### src/rtl/clint.sv
// Purpose     : core-local interruptor with 64-bit mtime, mtimecmp and msip on the dmem bus.
// Latency     : read data and write_ready are registered, one cycle after the accepting edge.
// Backpressure: none; every read and write is accepted on the edge where it is presented.
module clint #(
   parameter logic [31:0] BASE_ADDR = 32'h0200_0000,
   parameter int unsigned TICK_DIV  = 1
) (
   input  logic        clk,
   input  logic        reset,
   input  logic [31:0] address,
   input  logic        read_enable,
   output logic [31:0] read_data,
   output logic        read_valid,
   input  logic [31:0] write_data,
   input  logic        write_enable,
   input  logic [3:0]  write_wstrb,
   output logic        write_ready,
   output logic        timer_int,
   output logic        soft_int
);

   // Word offsets (byte offset >> 2) of the mapped registers inside the 64 KiB window.
   localparam logic [13:0] OFS_MSIP    = 14'h0000;  // 0x0000
   localparam logic [13:0] OFS_CMP_LO  = 14'h1000;  // 0x4000
   localparam logic [13:0] OFS_CMP_HI  = 14'h1001;  // 0x4004
   localparam logic [13:0] OFS_TIME_LO = 14'h2FFE;  // 0xBFF8
   localparam logic [13:0] OFS_TIME_HI = 14'h2FFF;  // 0xBFFC

   // Terminal prescaler count; TICK_DIV=1 gives 0, so every cycle is a tick.
   localparam logic [15:0] PRESC_MAX = 16'(TICK_DIV - 1);

   // One-hot register select produced by the address decoder.
   typedef struct packed {
      logic msip;
      logic cmp_lo;
      logic cmp_hi;
      logic time_lo;
      logic time_hi;
   } reg_sel_t;

   // Architectural state.
   logic [63:0] mtime;
   logic [63:0] mtimecmp;
   logic        msip;
   logic [15:0] presc;

   // Next-state values; timer_int is computed from these so it tracks post-edge state.
   logic [63:0] mtime_nxt;
   logic [63:0] mtimecmp_nxt;
   logic [15:0] presc_nxt;
   logic        presc_wrap;

   // Decode results.
   logic        win_hit;
   reg_sel_t    sel;
   reg_sel_t    rd_sel;
   reg_sel_t    wr_sel;
   logic [31:0] rd_mux;

   // Byte-lane address bits carry no meaning on this word-wide register file.
   logic        unused_addr_lsb;
   assign unused_addr_lsb = ^address[1:0];

   // Merge the byte lanes enabled in strb from new_val over old_val.
   function automatic logic [31:0] merge_bytes(input logic [31:0] old_val,
                                               input logic [31:0] new_val,
                                               input logic [3:0]  strb);
      logic [31:0] r;
      r = old_val;
      for (int i = 0; i < 4; i++) begin
         if (strb[i]) r[8*i +: 8] = new_val[8*i +: 8];
      end
      return r;
   endfunction

   // Address decode: window match on the upper half, then exact word match inside it.
   always_comb begin
      win_hit = (address[31:16] == BASE_ADDR[31:16]);
      sel     = '0;
      if (win_hit) begin
         case (address[15:2])
            OFS_MSIP:    sel.msip    = 1'b1;
            OFS_CMP_LO:  sel.cmp_lo  = 1'b1;
            OFS_CMP_HI:  sel.cmp_hi  = 1'b1;
            OFS_TIME_LO: sel.time_lo = 1'b1;
            OFS_TIME_HI: sel.time_hi = 1'b1;
            default:     sel         = '0;
         endcase
      end
   end

   // Qualify the shared decode with each request; reads and writes may coexist.
   assign rd_sel = read_enable  ? sel : '0;
   assign wr_sel = write_enable ? sel : '0;

   // Read mux over pre-edge state; unmapped addresses return zero.
   always_comb begin
      rd_mux = '0;
      if (rd_sel.msip)    rd_mux = {31'b0, msip};
      if (rd_sel.cmp_lo)  rd_mux = mtimecmp[31:0];
      if (rd_sel.cmp_hi)  rd_mux = mtimecmp[63:32];
      if (rd_sel.time_lo) rd_mux = mtime[31:0];
      if (rd_sel.time_hi) rd_mux = mtime[63:32];
   end

   // Prescaler runs freely; a software write to mtime does not disturb it.
   always_comb begin
      presc_wrap = (presc == PRESC_MAX);
      presc_nxt  = presc_wrap ? 16'd0 : presc + 16'd1;
   end

   // mtime: a software write replaces that edge's increment; the other half is kept.
   always_comb begin
      mtime_nxt = mtime;
      if (wr_sel.time_lo || wr_sel.time_hi) begin
         mtime_nxt[31:0]  = wr_sel.time_lo ? merge_bytes(mtime[31:0], write_data, write_wstrb)
                                           : mtime[31:0];
         mtime_nxt[63:32] = wr_sel.time_hi ? merge_bytes(mtime[63:32], write_data, write_wstrb)
                                           : mtime[63:32];
      end else if (presc_wrap) begin
         mtime_nxt = mtime + 64'd1;
      end
   end

   // mtimecmp: byte-merged writes to either half.
   always_comb begin
      mtimecmp_nxt = mtimecmp;
      if (wr_sel.cmp_lo) mtimecmp_nxt[31:0]  = merge_bytes(mtimecmp[31:0], write_data, write_wstrb);
      if (wr_sel.cmp_hi) mtimecmp_nxt[63:32] = merge_bytes(mtimecmp[63:32], write_data, write_wstrb);
   end

   // Counter, compare and prescaler state.
   always_ff @(posedge clk or negedge reset) begin
      if (!reset) begin
         mtime    <= 64'd0;
         mtimecmp <= 64'hFFFF_FFFF_FFFF_FFFF;
         presc    <= 16'd0;
      end else begin
         mtime    <= mtime_nxt;
         mtimecmp <= mtimecmp_nxt;
         presc    <= presc_nxt;
      end
   end

   // Software interrupt bit; only byte lane 0 carries it.
   always_ff @(posedge clk or negedge reset) begin
      if (!reset) begin
         msip <= 1'b0;
      end else if (wr_sel.msip && write_wstrb[0]) begin
         msip <= write_data[0];
      end
   end

   // Timer interrupt level from post-update values, so it appears with the matching mtime.
   always_ff @(posedge clk or negedge reset) begin
      if (!reset) begin
         timer_int <= 1'b0;
      end else begin
         timer_int <= (mtime_nxt >= mtimecmp_nxt);
      end
   end

   // Bus responses: single-cycle pulses; read_data holds between reads.
   always_ff @(posedge clk or negedge reset) begin
      if (!reset) begin
         read_data   <= 32'd0;
         read_valid  <= 1'b0;
         write_ready <= 1'b0;
      end else begin
         read_valid  <= read_enable;
         write_ready <= write_enable;
         if (read_enable) read_data <= rd_mux;
      end
   end

   assign soft_int = msip;

endmodule

### config.mk
export PLATFORM = sky130hd
export DESIGN_NAME = clint
export DESIGN_NICKNAME = d
export VERILOG_FILES = /design/src/rtl/clint.sv
export SDC_FILE = /design/constraint.sdc
export NUM_CORES = 1
export LEC_CHECK = 0
export CORE_ASPECT_RATIO = 0.8
export CORE_MARGIN = 5
export CORE_UTILIZATION = 25
export CTS_CLUSTER_DIAMETER = 200
export DETAILED_ROUTE_END_ITERATION = 10
export GPL_ROUTABILITY_DRIVEN = 0
export PLACE_DENSITY = 0.43
export SYNTH_ARGS = -nofsm -noshare
export SYNTH_HDL_FRONTEND = slang
export SYNTH_SLANG_ARGS = --single-unit
### constraint.sdc
create_clock -name clk -period 10.5 [get_ports clk]
set_input_delay 2.625 -clock clk [delete_from_list [all_inputs] [get_ports clk]]
set_output_delay 2.625 -clock clk [all_outputs]
set_load 0.005 [all_outputs]
==> out/results.txt <==
status - finished clean
r2r setup slk - 4800 ps
Wirelength per Cell - 23.0 um
min-delay src - presc[15]
clk slew on worst S/H paths - 70 ps
Hold Buf Count CTS - 0
total number of vias - 10.4k
Final Hold Vio Count - 0
antenna violation net count after detailed routing - 0
metal2 WL - 19.1 mm
clock tree from TritonCTS - yes
# setup viols final - 0
setup_tns - 0 ps
most instantiated cells after synthesis - dfrtp_1, nand3_1, mux2i_1
Tightest Pin Transition - 1180 ps
DRC Markers - 0
Mean Syn Cell Area - 9.76 um^2
DRT met1 WL - 21.6 mm
CORE AREA - 46800 um^2
full die area - 51600 um^2
Min-Delay Endpoint - presc[15]
Worst path max stage delay - 710 ps
Max Slew Vio Count - 0
Die X - 253 um
Crit. End Element - register
mapped cell area - 11800 um^2
clk sinks - 180
CP arrival - 8160 ps
CP max FO - 27
Syn-to-layout area delta - 19.6%
leakage power of the design - 5.69 nW
Synth area leaders - dfrtp_1, dfstp_2, ha_1
pwr dens - 103 nW/um^2
clock root buffer - clkbuf_16
Initial Util - 25.2%
clk_lat worst skew - 470 ps
HPWL after DPL - 32.4 mm
port bufs - 105
Rows - 71
CP max-delay cell - or4b_2
share of the synthesized area in the top cell type - 24.6%
RR Startpoint - presc[0]
most common cell in the netlist - dfrtp_1
initial antenna violation count - 0
vias in the first global route - 10.5k
unrepaired setup endpoints after global routing - no
worst clock skew - 16.2 ps
Peak VDD IR - 0.123 mV
final wirelength - 44.3 mm
Gate Count Post-Synth - 1208
period utilization - 74.6%
Design Area, Final - 14100 um^2
die height - 204 um
Setup crit start - address[24]
total gr overflow - 0
DRT Pass-1 Iters - 5
Synth Net Count - 1347
R2R depth - 15
setup repair bufs after CTS - 0
Non-Filler Instances - 1921
Initial DRC Count - 842
largest net degree at the start of global routing - 86
met3 WL - 2.63 mm
CTS buffer count - 17
DR vias/cell - 5.40
crit path kind - input port to register
CTS H-tree lvls - 4
Crit path buffers/inverters - 2
register area share after synthesis - 38.9%
fin nets - 1426
hold path cells - 1
delay-heaviest family, CP - simple AND/OR/NAND/NOR gates
post-synthesis cell type count - 81
Final min period - 7830 ps
Synth Flop Type - dfrtp_1
EDFF count, synth - 0
Critical Path RT - 10830 ps
clk buf depth - 2
boundary pin count - 108
max-cap viol count - 0
placed cell area - 13500 um^2
fmax - 0.128 GHz
r2r endpoint - timer_int
Yosys Warn Count - 0
post-synthesis register bit count - 180
gr usage total - 17.1%
first-pass GRT wire length - 67.8 mm
top sig layer - met4
Top cell by count, worst path - nand2_1
Tightest Hold Check Type - register to register
Synth area leader - dfrtp_1
CTS-repair resized insts - 0
Slew HR - 20.1%
Placed Cells - 1888
startpoint types - input port
Async S/R FF share, synth - 100%
worst-path cell chain - clkdlybuf4s50_1 -> or4b_2 -> nor4_2 -> nand2_1 -> buf_4 -> nor2_1 -> nand2_1 -> o221a_2 -> ha_1 -> nand4_1 -> nor2_1 -> nand2_1 -> a31oi_1 -> o211ai_1 -> a32oi_1
layout cell share with drive strength beyond 1 - 16.0%
area by class of cell:
class	instances	area, um^2
timing repair buffer	121	1170
antenna	1	2.50
clock inverter	13	146
clock buffer	19	453
tap	620	776
fill	4906	32700
sequential	180	4580
inverter	47	176
multi-input combinational	920	6790
state kept, by name (all words and copies together) (netlist names):
register     flops
timer_int        1
read_valid       1
presc           16
mtime           64
soft_int         1
write_ready      1
read_data       32
mtimecmp        64
logic make-up (layout without fill, tap and decap cells):
kind of cell / count (synthesis) / in the layout / share of synthesized area (%)
flip-flops: 180 / 180 / 38.9
AND/OR/NAND/NOR: 395 / 395 / 18.1
XOR/XNOR: 14 / 14 / 1.04
other: 0 / 1 / 0
buffers and inverters: 108 / 200 / 3.69
adder cells (fa/ha/maj): 67 / 67 / 7.11
multiplexers: 146 / 146 / 13.1
AO/OA/AOI/OAI: 298 / 298 / 18.0
layer usage:
| layer | vias to the layer above | GRT usage (%) |
|---|---|---|
| met3 | 60 | 3.05 |
| met5 | - | 0 |
| met1 | 5133 | 25.5 |
| met2 | 340 | 25.5 |
| met4 | 0 | 4.86 |
| li1 | 4850 | - |
layout by cell type, fill, tap and decap left out, types with 7 or more instances in the layout:
master / n
a21oi_1: 39
nand2b_1: 7
ha_1: 67
and4_1: 12
inv_1: 47
nand3_1: 79
mux2i_1: 77
dfrtp_1: 116
nand2_1: 68
o221a_2: 10
buf_4: 16
o22ai_1: 8
o211ai_1: 18
and3_1: 23
nor2_1: 57
nor4_1: 19
a22oi_1: 51
o221ai_1: 8
a211oi_1: 18
o21ai_0: 56
dfstp_2: 64
clkbuf_16: 17
o22a_1: 26
nor3_1: 29
o211a_1: 7
o31ai_1: 10
nand4_1: 45
mux2_2: 67
xnor2_1: 10
and2_1: 8
clkdlybuf4s50_1: 104
stage by stage:
step                      total power [mW]  util [%]  hold slack (ps)  setup WS [ps]
final                                 1.45      30.1              475           2670
after floorplan                      0.722         -              446           4550
after global routing                  1.51      30.1              496           2490
after CTS                             1.48      30.1              479           2790
after detailed placement             0.787      28.8              468           2310
after global placement               0.786      28.8              463           2290
worst max-delay path by stage:
stage	endpoint	slack, ps	cells after the start
floorplan	timer_int	4550	15
global placement	timer_int	2290	15
detailed placement	timer_int	2310	15
CTS	timer_int	2790	15
global route	timer_int	2490	15
finish	timer_int	2670	15
where the power goes:
part / total (mW) / switching, mW / internal (mW)
sequential: 0.695 / 0.000249 / 0.695
clock: 0.680 / 0.313 / 0.367
combinational: 0.0771 / 0.0476 / 0.0295
total: 1.45 / 0.361 / 1.09
worst reg2reg max path: stages (launching register included):
cell,delay [ps]
dfrtp_1,430
inv_1,80
ha_1,130
nor4b_1,490
and4_1,540
and4_1,570
nand2_1,360
or3_1,400
nand3_1,140
ha_1,140
and4_1,260
nand4_1,210
nor3_1,820
o221ai_1,360
and4_1,280
a32oi_1,350
No activity file was read; power rests on OpenSTA's default activity.
